[src/rtl/alu_arbiter.sv]
// Round-robin arbiter that shares one combinational n-bit ALU between two requesters.
// The winner's operands are latched in IDLE, executed in EXEC and reported in DONE.

module alu_core #(
  parameter int n = 4
) (
  input  logic [n-1:0] a,
  input  logic [n-1:0] b,
  input  logic [1:0]   op,
  output logic [n-1:0] y
);

  always_comb begin
    case (op)
      2'b00:   y = a + b;
      2'b01:   y = a | b;
      2'b10:   y = a - b;
      default: y = a ^ b;
    endcase
  end

endmodule

module alu_arbiter #(
  parameter int n = 4
) (
  input  logic         clk,
  input  logic         rst,
  input  logic         req0,
  input  logic         req1,
  input  logic [n-1:0] a0,
  input  logic [n-1:0] b0,
  input  logic [n-1:0] a1,
  input  logic [n-1:0] b1,
  input  logic [1:0]   op0,
  input  logic [1:0]   op1,
  output logic         gnt0,
  output logic         gnt1,
  output logic         done0,
  output logic         done1,
  output logic [n-1:0] result,
  output logic         zero,
  output logic         busy
);

  typedef enum logic [1:0] {IDLE, EXEC, DONE} state_t;

  state_t       state;
  state_t       state_next;
  logic         win;
  logic         last;
  logic         pick;
  logic [n-1:0] opr_a;
  logic [n-1:0] opr_b;
  logic [1:0]   opr_op;
  logic [n-1:0] alu_y;

  // Under contention the requester that did not win last time is chosen.
  always_comb begin
    pick = 1'b0;
    if (req0 && req1) begin
      pick = ~last;
    end else if (!req0) begin
      pick = 1'b1;
    end
  end

  always_ff @(posedge clk) begin
    if (rst) begin
      state <= IDLE;
    end else begin
      state <= state_next;
    end
  end

  // Outputs decode only the state and winner registers, so none follow the inputs.
  always_comb begin
    state_next = state;
    gnt0       = 1'b0;
    gnt1       = 1'b0;
    done0      = 1'b0;
    done1      = 1'b0;
    busy       = 1'b0;
    case (state)
      IDLE: begin
        if (req0 || req1) begin
          state_next = EXEC;
        end
      end
      EXEC: begin
        gnt0       = ~win;
        gnt1       = win;
        busy       = 1'b1;
        state_next = DONE;
      end
      DONE: begin
        done0      = ~win;
        done1      = win;
        busy       = 1'b1;
        state_next = IDLE;
      end
      default: state_next = IDLE;
    endcase
  end

  alu_core #(.n(n)) u_alu (
    .a  (opr_a),
    .b  (opr_b),
    .op (opr_op),
    .y  (alu_y)
  );

  always_ff @(posedge clk) begin
    if (rst) begin
      last   <= 1'b1;
      win    <= 1'b0;
      opr_a  <= '0;
      opr_b  <= '0;
      opr_op <= 2'b00;
      result <= '0;
      zero   <= 1'b1;
    end else begin
      if (state == IDLE && (req0 || req1)) begin
        win    <= pick;
        last   <= pick;
        opr_a  <= pick ? a1 : a0;
        opr_b  <= pick ? b1 : b0;
        opr_op <= pick ? op1 : op0;
      end
      if (state == EXEC) begin
        result <= alu_y;
        zero   <= (alu_y == '0);
      end
    end
  end

endmodule

[config.mk]
export PLATFORM = sky130hd
export DESIGN_NAME = alu_arbiter
export DESIGN_NICKNAME = d
export VERILOG_FILES = /design/src/rtl/alu_arbiter.sv
export SDC_FILE = /design/constraint.sdc
export NUM_CORES = 1
export LEC_CHECK = 0
export BUFFER_PORTS_ARGS = -buffer_cell sky130_fd_sc_hd__buf_4
export CORE_UTILIZATION = 54
export CTS_CLUSTER_SIZE = 40
export DETAILED_ROUTE_END_ITERATION = 7
export PLACE_DENSITY_LB_ADDON = 0.08
export SKIP_CTS_REPAIR_TIMING = 1
export SLEW_MARGIN = 10
export SYNTH_ARGS = -nofsm -noshare
export SYNTH_HDL_FRONTEND = slang
export SYNTH_SLANG_ARGS = --single-unit
[constraint.sdc]
create_clock -name clk -period 4.56 [get_ports clk]
set_input_delay 0.456 -clock clk [delete_from_list [all_inputs] [get_ports clk]]
set_output_delay 0.456 -clock clk [all_outputs]
set_load 0.005 [all_outputs]
Word-level counts from Yosys, hierarchy flattened:

Cells that the tools add are included.

* flip-flop bits (word level): 19
* output and inout port bits: 10
* logic and storage cells: 39

* add/subtract/negate cells: 2
* equal/unequal tests: 5
* muxes and demuxes: 13
* bitwise operators: 4
* reductions and logical operators: 7

Operator list (count)
* $pmux 4 s3: 1
* $mux 4: 2
* $mux 1: 7
* $add 4x4->4: 1
* $eq 2x1->1 const B: 2
* $eq 2x2->1 const B: 2
* $logic_not 2->1: 2
* $logic_not 4->1: 1
* $mux 2: 2
* $or 4x4->4: 1
* $pmux 2 s2: 1
* $sub 4x4->4: 1
* $xor 4x4->4: 1
* $logic_and 1x1->1: 2
* $ne 2x1->1 const B: 1
* $not 1->1: 2
* $reduce_or 2->1: 1
* $logic_or 1x1->1: 1

Depth between registers and ports, before layout:

* depth after elaboration: 3
* depth in mapped cells: 12

Cells and area by module:

A second synthesis with hierarchy kept.

* cell total of the unflattened synthesis: 149
* area, all modules: 1260.0 µm²

By module, submodules not included
* alu_arbiter: instances 1, cells an instance 103, area an instance 923.4 µm², sequential area each 380.4 µm²
* alu_core: instances 1, cells an instance 46, area an instance 336.6 µm², sequential area each 0.0 µm²

Worst setup path after synthesis:

No wires, ideal clock.

* path kind: reg2reg
* start: register opr_b[0]
* end: register result[3]
* library setup time: 116 ps
* arrival: 2075 ps
* slack: 2368 ps
* cell stages (with the launch flop): 12
* cells stage by stage: dfxtp_1 > inv_1 > ha_1 > nand2_1 > o21ai_1 > inv_2 > ha_1 > nor2b_1 > o21a_1 > a2111oi_1 > a31oi_1 > a41o_1

* longest elaborated chain between the ends: 2
* elaborated cells between the ends (all ways): 3
* those cells by class: add/sub: 2; mux: 1

Ends and longest elaborated chain
* from (decl): RTL line 54 `logic [n-1:0] opr_b;`
* from (signal assigned): RTL line 127 `opr_b <= pick ? b1 : b0;`
* $sub 4x4->4 / $add 4x4->4 (equally long branches): RTL line 17, 15
* $pmux 4 s3 (*): RTL line 14 `case (op)`
* to (signal assigned): RTL line 131 `result <= alu_y;`
* to (decl): RTL line 41 `output logic [n-1:0] result,`

Mark *: on every way between the ends. The rest lies on a longest branch, timed or not.
A chain may end at the register's enable or synchronous reset.

Worst setup path in the final report:

Ends and elaborated chain as after synthesis.

==> results.md <==
- The leakage power of the design is between 0.7 and 0.8 nW.
- The total global routing overflow is 0.
- The design draws 0.4942 mW.
- The clock transition at the registers of the reported paths is ~0.11 ns.
- Once routing completed, OpenROAD measured the worst setup slack at between 2 and 2.5 ns.
- Counting distinct cell types in the post-synthesis netlist gives 35.
- The final setup skew is approximately 0.0043 ns.
- The max-slew violation total from the final report came to 0.
- The DRC marker count from the first detailed-route iteration is 8.
- The maximum fanout along the worst path is 4.
- The first-pass detailed-route iteration total is 4.
- The slew at the pin closest to its max-slew limit is about 1.1 ns.
- In this run the vertical extent of the chip is 49.46 microns.
- The via total after detailed routing is about 1100.
- In the final layout, the share of cells above drive strength 1 is 0.2299.
- In the post-synthesis netlist, the cell with the most instances is sky130_fd_sc_hd__nor2_1.
- The kind of start point of the critical path is a flip-flop.
- The half-perimeter wire length of the detailed placement result is 1.939 mm.
- Pin placement for this block handled 34 I/O pins.
- Across the run, the number of max-cap violations was 0.
- The routability congestion estimate from global placement is about 0.87.
- Data arrives at the worst endpoint at 2.56 ns.
- Dividing the detail-routed wire length by the instance count gives between 10 and 15 microns.
- The number of failing hold endpoints at the final stage came to 0.
- The area of the mapped netlist is 1216 sq um.
- The first-pass GRT wire length is ~4.1 mm.
- In this design, the critical path's most frequently occurring cell is sky130_fd_sc_hd__ha_1.
- The period utilization is 0.5187.
- The path class of the tightest hold or removal check is primary input to flip-flop.
- The largest net degree at the start of global routing is 24.
- The library cell contributing the largest single delay on the critical path is sky130_fd_sc_hd__dfxtp_1.
- Routed signal wires occupy layers up through met4.
- Summed over all nets, wire length on met3 after detailed routing comes to roughly 65 microns.
- The number of port buffers is 33.
- The average instance in the mapped netlist occupies 8.446 sq um.
- The worst setup path is captured at a flip-flop.
- The detailed-route DRC error count is 0.
- The clock drives 19 sinks.
- The via count of the first global-routing pass is around 1000.
- The proportion of synthesized flip-flops having asynchronous set or reset is 0.
- The area growth from synthesis to layout is 21.81%.
- The number of nets in the synthesized netlist is around 180.
- The clock period could shrink to approximately 2.4 ns.
- In the final design database the tool counted around 210 nets.
- The critical path goes through inv_1, ha_1, nand2_1, o21ai_1, inv_2, ha_1, nor2b_1, o21a_1, a2111oi_1, a31oi_1, a41o_1.
- The maximum clock rate is around 420 MHz.
- The effective utilization at floorplan is 0.5956.
- Measured against its own limit, the worst slew margin works out to 0.2304.
- By area the synthesized netlist is led by sky130_fd_sc_hd__dfxtp_1, sky130_fd_sc_hd__ha_1, sky130_fd_sc_hd__mux2i_1, sky130_fd_sc_hd__a211oi_1, sky130_fd_sc_hd__nor2_1.
- The floorplan has 16 rows.
- Summed over all instances, the cell type with the most area after synthesis is sky130_fd_sc_hd__dfxtp_1.
- The setup TNS after final layout is 0 ns.
- The worst stage delay on the critical path is around 0.38 ns.
- The post-place setup slack is ~2.2 ns.
- The routed wire length is between 2 and 2.5 mm.
- The total clock buffers created by CTS is 3.
- Setup repair after global routing left no endpoint under its margin.
- The number of antenna violations at the first check in global routing was 0.
- The area of the die is 2446 sq um.
- The detail route stage leaves a number of antenna-violating nets equal to 0.
- The worst IR drop on VDD is between 0.2 and 0.25 mV.
- The number of placed instances with taps included is about 200.
- For the worst setup path, the data required time is 4.76 ns.
- The TritonCTS clock tree is done.
- Synthesis produced 144 cells.
- After the flow finishes, the layout carries non-filler instances totaling ~200.
- The clock tree buffer depth is 2.
- Across every metal layer, demand over resource in global routing totals 0.2211.
- The share of synthesized area occupied by flip-flops and latches is 0.3128.
- The region available for standard cell placement spans ~2000 sq um.
- For the worst-skew pair, the clock arrives at the later sink with an insertion delay of 0.29 ns.
- The flow ran to the end, and the final reports show no timing, DRC or antenna violations.
- The post-detailed-route via-to-cell ratio is 5.358.
- The most frequently used flop master after synthesis is sky130_fd_sc_hd__dfxtp_1.
- Of the post-synthesis cell area, the dominant cell type holds 0.3128.
- The routed design uses approximately 1.2 mm of met2 wire.
- 0 antenna diodes ended up in the layout.
- The die is around 50 microns wide.
- The total of endpoints with negative setup slack in the final report is 0.
- Ranked by instance count, the synthesized netlist is headed by sky130_fd_sc_hd__nor2_1, sky130_fd_sc_hd__dfxtp_1, sky130_fd_sc_hd__inv_1.
- The count of flip-flops with a built-in enable after synthesis is 0.
- The routed metal-1 wire length is 1.091 mm.
- The number of warnings issued by yosys is 0.
- The path type of the worst setup path is flip-flop to flip-flop.
- The power density of the placed cells is about 330 nW/um^2.
- The count of fill cells added during filler insertion is roughly 170.
- The root buffer cell chosen for the clock tree is sky130_fd_sc_hd__clkbuf_4.
- The number of levels the H-tree was split into is 1.
- The number of synthesized register bits is 19.
[through the flow]
stage	area [sq um]	hold WS, ns	utilization
2_1_floorplan	1216	0.4601	-
3_3_place_gp	1455	0.4719	0.7126
3_5_place_dp	1455	0.4838	0.7126
4_1_cts	1481	0.3985	0.7255
5_1_grt	1481	0.3936	0.7255
6_report	1481	0.4086	0.7255
[registers in the layout (all words and copies together), names as in the netlist]
register	count
zero	1
opr_op	2
last	1
win	1
state	2
result	4
opr_a	4
opr_b	4
[critical path: cells and delay by family (launching register included)]
kind                     cells  cell delay (ns)
flip-flops                   1             0.38
adder cells (fa/ha/maj)      2             0.55
AND/OR/NAND/NOR              2             0.18
buffers and inverters        2             0.13
AO/OA/AOI/OAI                5             1.05
[kinds of logic after synthesis]
kind of cell,share of synthesized area
AO/OA/AOI/OAI,0.1944
XOR/XNOR,0.02161
adder cells (fa/ha/maj),0.1399
buffers and inverters,0.09053
flip-flops,0.3128
multiplexers,0.09054
AND/OR/NAND/NOR,0.1502
[per-layer routing]
layer | vias to the layer above | track usage
met4 | 0 | 0.1190
met2 | 21 | 0.3881
met1 | 491 | 0.2524
met5 | - | 0
li1 | 559 | -
met3 | 6 | 0.04012
[worst paths after layout]
check                              start         to  slack, ns  cells past startpoint
worst min-delay path                req0   state[0]       0.41                      2
worst max register to register  opr_b[0]  result[3]       2.19                     11
worst max-delay path            opr_b[0]  result[3]       2.19                     11
worst min register to register  state[1]   state[1]       0.49                      2
[final cells by class]
type / count / area (sq um) / share of cell area
repair buffers: 34 / 255.2 / 0.1723
flip-flops and latches: 19 / 380.4 / 0.2568
well taps: 27 / 33.78 / 0.02280
clock buffers: 4 / 26.28 / 0.01774
multi-input cells: 101 / 725.7 / 0.4899
inverters: 16 / 60.06 / 0.04054
[placed cells by master, fill, tap and decap left out]
cell and n:
sky130_fd_sc_hd__fa_1 1, sky130_fd_sc_hd__o21bai_1 1, sky130_fd_sc_hd__a21oi_1 3, sky130_fd_sc_hd__o311a_1 1, sky130_fd_sc_hd__o21ai_0 2, sky130_fd_sc_hd__dfxtp_1 19
sky130_fd_sc_hd__a31oi_1 2, sky130_fd_sc_hd__clkbuf_4 3, sky130_fd_sc_hd__nand2b_1 3, sky130_fd_sc_hd__and3_1 1, sky130_fd_sc_hd__a41o_1 1, sky130_fd_sc_hd__o211ai_1 2
sky130_fd_sc_hd__o21a_1 1, sky130_fd_sc_hd__xnor2_1 2, sky130_fd_sc_hd__or3_1 1, sky130_fd_sc_hd__nand2_1 5, sky130_fd_sc_hd__buf_4 34, sky130_fd_sc_hd__a211oi_1 13
sky130_fd_sc_hd__nand3_1 1, sky130_fd_sc_hd__inv_2 2, sky130_fd_sc_hd__nor3_1 2, sky130_fd_sc_hd__o21ai_1 5, sky130_fd_sc_hd__nor3b_1 1, sky130_fd_sc_hd__a21o_1 1
sky130_fd_sc_hd__ha_1 12, sky130_fd_sc_hd__nor2b_1 3, sky130_fd_sc_hd__a2111oi_1 1, sky130_fd_sc_hd__nor2_1 21, sky130_fd_sc_hd__clkbuf_1 1, sky130_fd_sc_hd__inv_1 14
sky130_fd_sc_hd__and2_1 2, sky130_fd_sc_hd__mux2i_1 11, sky130_fd_sc_hd__o21a_2 1, sky130_fd_sc_hd__xor2_1 1
[report_power, final]
group	total (mW)	internal, mW	switching [mW]
Combinational	0.200	0.101	0.0994
Clock	0.0851	0.0340	0.0511
Sequential	0.209	0.188	0.0209
No activity file was read; power rests on OpenSTA's default activity.
